[config.mk]
export PLATFORM = sky130hd
export DESIGN_NAME = fetch_align_buf
export DESIGN_NICKNAME = d
export VERILOG_FILES = /design/src/rtl/fetch_align_buf_pkg.sv /design/src/rtl/fetch_align_buf_istr_len_dec.sv /design/src/rtl/fetch_align_buf.sv
export SDC_FILE = /design/constraint.sdc
export NUM_CORES = 1
export LEC_CHECK = 0
export BUFFER_PORTS_ARGS = -buffer_cell sky130_fd_sc_hd__clkbuf_2
export CORE_UTILIZATION = 59
export DETAILED_ROUTE_END_ITERATION = 6
export PLACE_DENSITY_LB_ADDON = 0.05
export SYNTH_ARGS = -nofsm -noshare
export SYNTH_HDL_FRONTEND = slang
export SYNTH_SLANG_ARGS = --single-unit
[constraint.sdc]
create_clock -name clock -period 12.85 [get_ports clock]
set_input_delay 1.9275 -clock clock [delete_from_list [all_inputs] [get_ports clock]]
set_output_delay 1.9275 -clock clock [all_outputs]
set_load 0.01 [all_outputs]
[src/rtl/fetch_align_buf_pkg.sv]
// Shared fetch/decode definitions: instruction length encodings and the
// halfword-count helper used by the fetch alignment buffer.
package fetch_align_buf_pkg;

    typedef enum logic [1:0] {
        ISTR_LEN16 = 2'd0,
        ISTR_LEN32 = 2'd1,
        ISTR_LEN48 = 2'd2
    } istr_len_e;

    localparam int FETCH_HW = 4;

    function automatic logic [1:0] istrHalfwords(input istr_len_e len);
        logic [1:0] hw;
        hw = 2'd1;
        case (len)
            ISTR_LEN16: hw = 2'd1;
            ISTR_LEN32: hw = 2'd2;
            ISTR_LEN48: hw = 2'd3;
            default:    hw = 2'd1;
        endcase
        return hw;
    endfunction

endpackage

[src/rtl/fetch_align_buf_istr_len_dec.sv]
// Combinational instruction-length decode from the first halfword of an
// instruction.
module istr_len_dec
    import fetch_align_buf_pkg::*;
(
    input  logic [15:0] halfword,
    output istr_len_e   len
);

    // Only the top six bits carry length information.
    logic unusedLowBits;
    assign unusedLowBits = ^halfword[9:0];

    always_comb begin
        len = ISTR_LEN16;
        if (halfword[15:12] == 4'hF) begin
            len = (halfword[11:10] == 2'b11) ? ISTR_LEN48 : ISTR_LEN32;
        end
    end

endmodule

[src/rtl/fetch_align_buf.sv]
// Fetch alignment buffer: turns 8-byte fetch blocks into a stream of
// 16/32/48-bit instructions held in a shifting halfword queue.
module fetch_align_buf
    import fetch_align_buf_pkg::*;
#(
    parameter int PCW   = 32,
    parameter int BUFHW = 8
) (
    input  logic           clock,
    input  logic           reset,
    input  logic [63:0]    fetchData,
    input  logic           fetchValid,
    output logic           fetchReady,
    input  logic           redirect,
    input  logic [PCW-1:0] redirectPc,
    output logic [63:0]    istrWord,
    output logic [1:0]     istrLen,
    output logic [PCW-1:0] istrPc,
    output logic           istrValid,
    input  logic           istrTake
);

    logic [15:0]    hwReg   [BUFHW];
    logic [15:0]    hwNext  [BUFHW];
    logic [15:0]    fetchHw [FETCH_HW];
    logic [3:0]     countReg;
    logic [1:0]     skipReg;
    logic [PCW-1:0] pcReg;

    istr_len_e  headLen;
    logic [1:0] headHw;
    logic       take;
    logic       accept;
    logic [1:0] popHw;
    logic [2:0] appendHw;
    logic [3:0] remaining;
    logic       unusedPcBit;

    genvar gi;

    assign unusedPcBit = redirectPc[0];

    istr_len_dec uLenDec (
        .halfword (hwReg[0]),
        .len      (headLen)
    );

    assign headHw    = istrHalfwords(headLen);
    assign istrValid = (countReg != 4'd0) && (countReg >= {2'b00, headHw});
    assign istrLen   = headLen;
    assign istrPc    = pcReg;

    // Room check is written as count + 4 <= 8 + skip to avoid an underflowing subtract.
    assign fetchReady = (({1'b0, countReg} + 5'd4) <= (5'(BUFHW) + {3'b000, skipReg}))
                        && !redirect && !reset;

    assign take      = istrTake && istrValid;
    assign accept    = fetchValid && fetchReady;
    assign popHw     = take ? headHw : 2'd0;
    assign appendHw  = accept ? (3'd4 - {1'b0, skipReg}) : 3'd0;
    assign remaining = countReg - {2'b00, popHw};

    generate
        for (gi = 0; gi < FETCH_HW; gi++) begin : gFetchHw
            assign fetchHw[gi] = fetchData[16*gi +: 16];
        end

        for (gi = 0; gi < FETCH_HW; gi++) begin : gWord
            assign istrWord[16*gi +: 16] =
                ((3'(gi) < {1'b0, headHw}) && (4'(gi) < countReg)) ? hwReg[gi] : 16'h0000;
        end

        // Each slot takes either the surviving queue entry after the pop or,
        // inside the append window, the matching lane of the incoming block.
        for (gi = 0; gi < BUFHW; gi++) begin : gSlot
            logic [3:0]  slotPos;
            logic [3:0]  srcIdx;
            logic [15:0] keptHw;
            logic        inAppend;
            logic [1:0]  laneIdx;

            assign slotPos  = 4'(gi);
            assign srcIdx   = slotPos + {2'b00, popHw};
            assign keptHw   = (srcIdx < 4'(BUFHW)) ? hwReg[srcIdx[2:0]] : 16'h0000;
            assign inAppend = accept && (slotPos >= remaining)
                              && (slotPos < (remaining + {1'b0, appendHw}));
            assign laneIdx  = slotPos[1:0] - remaining[1:0] + skipReg;
            assign hwNext[gi] = inAppend ? fetchHw[laneIdx] : keptHw;
        end
    endgenerate

    always_ff @(posedge clock or posedge reset) begin
        if (reset) begin
            countReg <= '0;
            skipReg  <= '0;
            pcReg    <= '0;
            for (int i = 0; i < BUFHW; i++) begin
                hwReg[i] <= '0;
            end
        end else if (redirect) begin
            // Stale halfwords stay in the array; a zero count masks them.
            countReg <= '0;
            skipReg  <= redirectPc[2:1];
            pcReg    <= {redirectPc[PCW-1:1], 1'b0};
        end else begin
            countReg <= remaining + {1'b0, appendHw};
            for (int i = 0; i < BUFHW; i++) begin
                hwReg[i] <= hwNext[i];
            end
            if (take) begin
                pcReg <= pcReg + PCW'({headHw, 1'b0});
            end
            if (accept) begin
                skipReg <= '0;
            end
        end
    end

endmodule

==> results_dict.tcl <==
set metrics [dict create \
    power_w 0.00389 \
    clk_path_buf_depth 2 \
    async_reset_ff_share_pct 100 \
    synth-xor-area-share_pct 2.80 \
    start_util_pct 60.7 \
    netlist.area_leader.share_pct 31.0 \
    yosys.area.top_type "dfrtp_1" \
    cts_root_buf "clkbuf_16" \
    synth_flop_cell "dfrtp_1" \
    seq_area_frac_synth_pct 31.0 \
    synthMuxAreaShare_pct 25.3 \
    skew_ns 0.0163 \
    avgViaCountPerCell 6.86 \
    cts.sinks 165 \
    hold_ws_ns 0.521 \
    fillers 1807 \
    crit_arrival_ns 8.08 \
    num_io_pins 201 \
    clk_latency_ns 0.45 \
    yosys-top-cells-count "nand2_1 (192), mux2i_1 (190), dfrtp_1 (165), nor2_1 (100), clkbuf_1 (66)" \
    synth_cell_types 65 \
    cts_tree "yes" \
    synthAdderAreaFrac_pct 2.42 \
    status "finished with violations" \
    cts.htree.levels 4 \
    critical_path_buf_inv_count 5 \
    fin_nets 1645 \
    yosys.area_share.simple_pct 16.1 \
    grt-ovfl-total 0 \
    drt-total-wl_um 43700 \
    r2r_end "hwReg[79]" \
    synth.cell_area_um2 13300 \
    post_cts_buffers 0 \
    rrSetupSlack_ns 5.08 \
    finalCritPeriodShare_pct 60.5 \
    dp_hpwl_um 27300 \
    crit_path_start "hwReg[125]" \
    slowest_delay_ns 0.75 \
    dieWidth_um 152 \
    ant_nets 0 \
    synth_edf_count 0 \
    numCtsBuffers 17 \
    cp-end-kind "flop" \
    path_depth 21 \
    grt_max_degree 105 \
    crit_slowest_cell "o2111ai_2" \
    syn_to_final_growth_pct 12.4 \
    ys_ff_latch 165 \
    drtIter0Drc 1201 \
    criticalPathCategory "reg -> reg" \
    rows 54 \
    r2r_start "hwReg[125]" \
    timing.fmax_mhz 129 \
    die-area_um2 23200 \
    layout-drive-gt1-share_pct 21.7 \
    powerDensity_nw_per_um2 260 \
    path_max_fanout 52 \
    crit_family "simple AND/OR/NAND/NOR gates" \
    wire_per_inst_um 24.1 \
    path_cells "nand4_1 > nand2b_1 > inv_1 > ha_1 > buf_4 > inv_1 > ha_1 > and2_1 > a22oi_1 > nor2_2 > nand2_2 > buf_4 > fa_1 > fa_1 > nor2_1 > nor2_1 > o2111ai_2 > buf_4 > nand2_1 > o22ai_1 > nor2_1" \
    synth.area.top_cells "dfrtp_1 (31%), mux2i_1 (14%), mux4_2 (10%)" \
    gr-usage-all-layers_pct 38.0 \
    critPathRequiredTime_ns 13.16 \
    synth_top_family_by_area "multiplexers" \
    gp_congestion 0.868 \
    worst_r2r_path_depth 21 \
    cap_violations 0 \
    first_pass_iters 7 \
    startpoint_type "flop" \
    cts-resized-gates 0 \
    rsz0062_at_grt "false" \
    clkSlewWorstSetupHoldPaths_ns 0.08 \
    syn_inst 1403 \
    grt_first_pass_wirelength_um 67900 \
    min_path_type "reg -> reg" \
    crit_end "hwReg[79]" \
    synth.avg_cell_area_um2 9.50 \
    vias 12447 \
    ys_warn_count 0 \
    ir_worst_vdd_uv 206 \
    seq_area_um2 4130 \
    relSlewSlack_pct 11.3 \
    yosysMostFrequentCell "nand2_1" \
    die_y_um 152 \
    synth-compound-area-share_pct 17.2 \
    core_um2 22000 \
    period_needed_ns 7.77 \
    leakagePower_nw 6.98 \
    failed_checks "DRC" \
    tns_ns 0 \
    setup-violations-final 0 \
    drc_errors 9 \
    worstMarginPinSlew_ns 1.33 \
    first_global_vias 12086 \
    antenna_found_initial 1 \
    io_buffers 182 \
    hold_viol 0 \
    cts_hold_buffers 0 \
    slew_violations 0 \
    multi_input_area_um2 8660 \
]
## placed cells by master (no fill, tap or decap), types with 4 or more instances in the layout
master and count:
buf_4 25, xnor2_1 15, dfrtp_1 165, mux4_2 61, bufinv_16 4, and2_1 52
clkbuf_16 17, conb_1 17, nor4_1 5, a21oi_1 41, mux2_2 9, nor2_1 100
a2111oi_0 9, clkbuf_2 181, o221ai_1 7, nand2_1 191, nand4_1 10, a21o_1 31
a22o_1 27, nor2b_1 7, o31ai_1 19, a22oi_1 17, nor3_1 14, a221o_1 37
xor2_1 17, o22ai_1 47, o21ai_0 32, mux2i_1 190, and3_1 50, o22a_1 10
a211o_1 11, nand3_1 14, inv_1 18, ha_1 18, nand2b_1 5
## per-layer routing
layer | GRT usage, % | vias to the layer above | share of wire, %
met1 | 50.9 | 6123 | 39
met5 | 0 | - | 0
met2 | 59.6 | 741 | 46
li1 | - | 5457 | -
met4 | 16.0 | 0 | 3.8
met3 | 8.62 | 126 | 11
## sequential cells by signal, indices dropped and copies added (netlist names)
signal and flops:
countReg 4, skipReg 2, hwReg 128, istrPc 31
## logic make-up (layout without fill, tap and decap cells)
logic type / Yosys count / in the layout
other: 1 / 18
muxes: 260 / 260
adders and majority gates: 24 / 24
xor gates and xnor gates: 37 / 37
and+or+nand+nor: 461 / 461
AOI/OAI and AO/OA: 309 / 309
buffers and inverters: 146 / 260
DFF: 165 / 165
## worst min path at each step
stage              start   endpoint  slack (ns)  cells past startpoint
2_1_floorplan  hwReg[49]  hwReg[49]        0.48                      2
3_3_place_gp   hwReg[55]  hwReg[55]        0.49                      1
3_5_place_dp   hwReg[54]  hwReg[54]        0.51                      1
4_1_cts        hwReg[54]  hwReg[54]        0.52                      1
5_1_grt        hwReg[49]  hwReg[49]        0.54                      2
6_report       hwReg[55]  hwReg[55]        0.52                      1
## through the flow
step	util, %	instance area, µm²	instances	worst slack [ns]
CTS	68.2	15000	1813	5.33
global route	68.2	15000	1814	4.79
detailed placement	65.3	14300	1781	5.40
finish	68.2	15000	1814	5.08
floorplan	-	13400	1419	6.46
global placement	65.3	14300	1781	5.51
## report_power, final
group	total, W	internal (W)	leakage [nW]	switching (W)
clock network	0.000571	0.000338	0.302	0.000232
registers	0.000875	0.000690	2.09	0.000186
logic	0.00245	0.00108	4.58	0.00137
total	0.00389	0.00211	6.98	0.00179
## final cells by class
class / count / area share (%)
inverter: 21 / 0.568
antenna: 1 / 0.0167
clock inverter: 10 / 1.14
multi-input combinational: 1108 / 57.8
timing repair buffer: 207 / 7.44
clock buffer: 22 / 3.10
tap: 280 / 2.34
sequential: 165 / 27.6
Power figures use the tool's default switching activity.
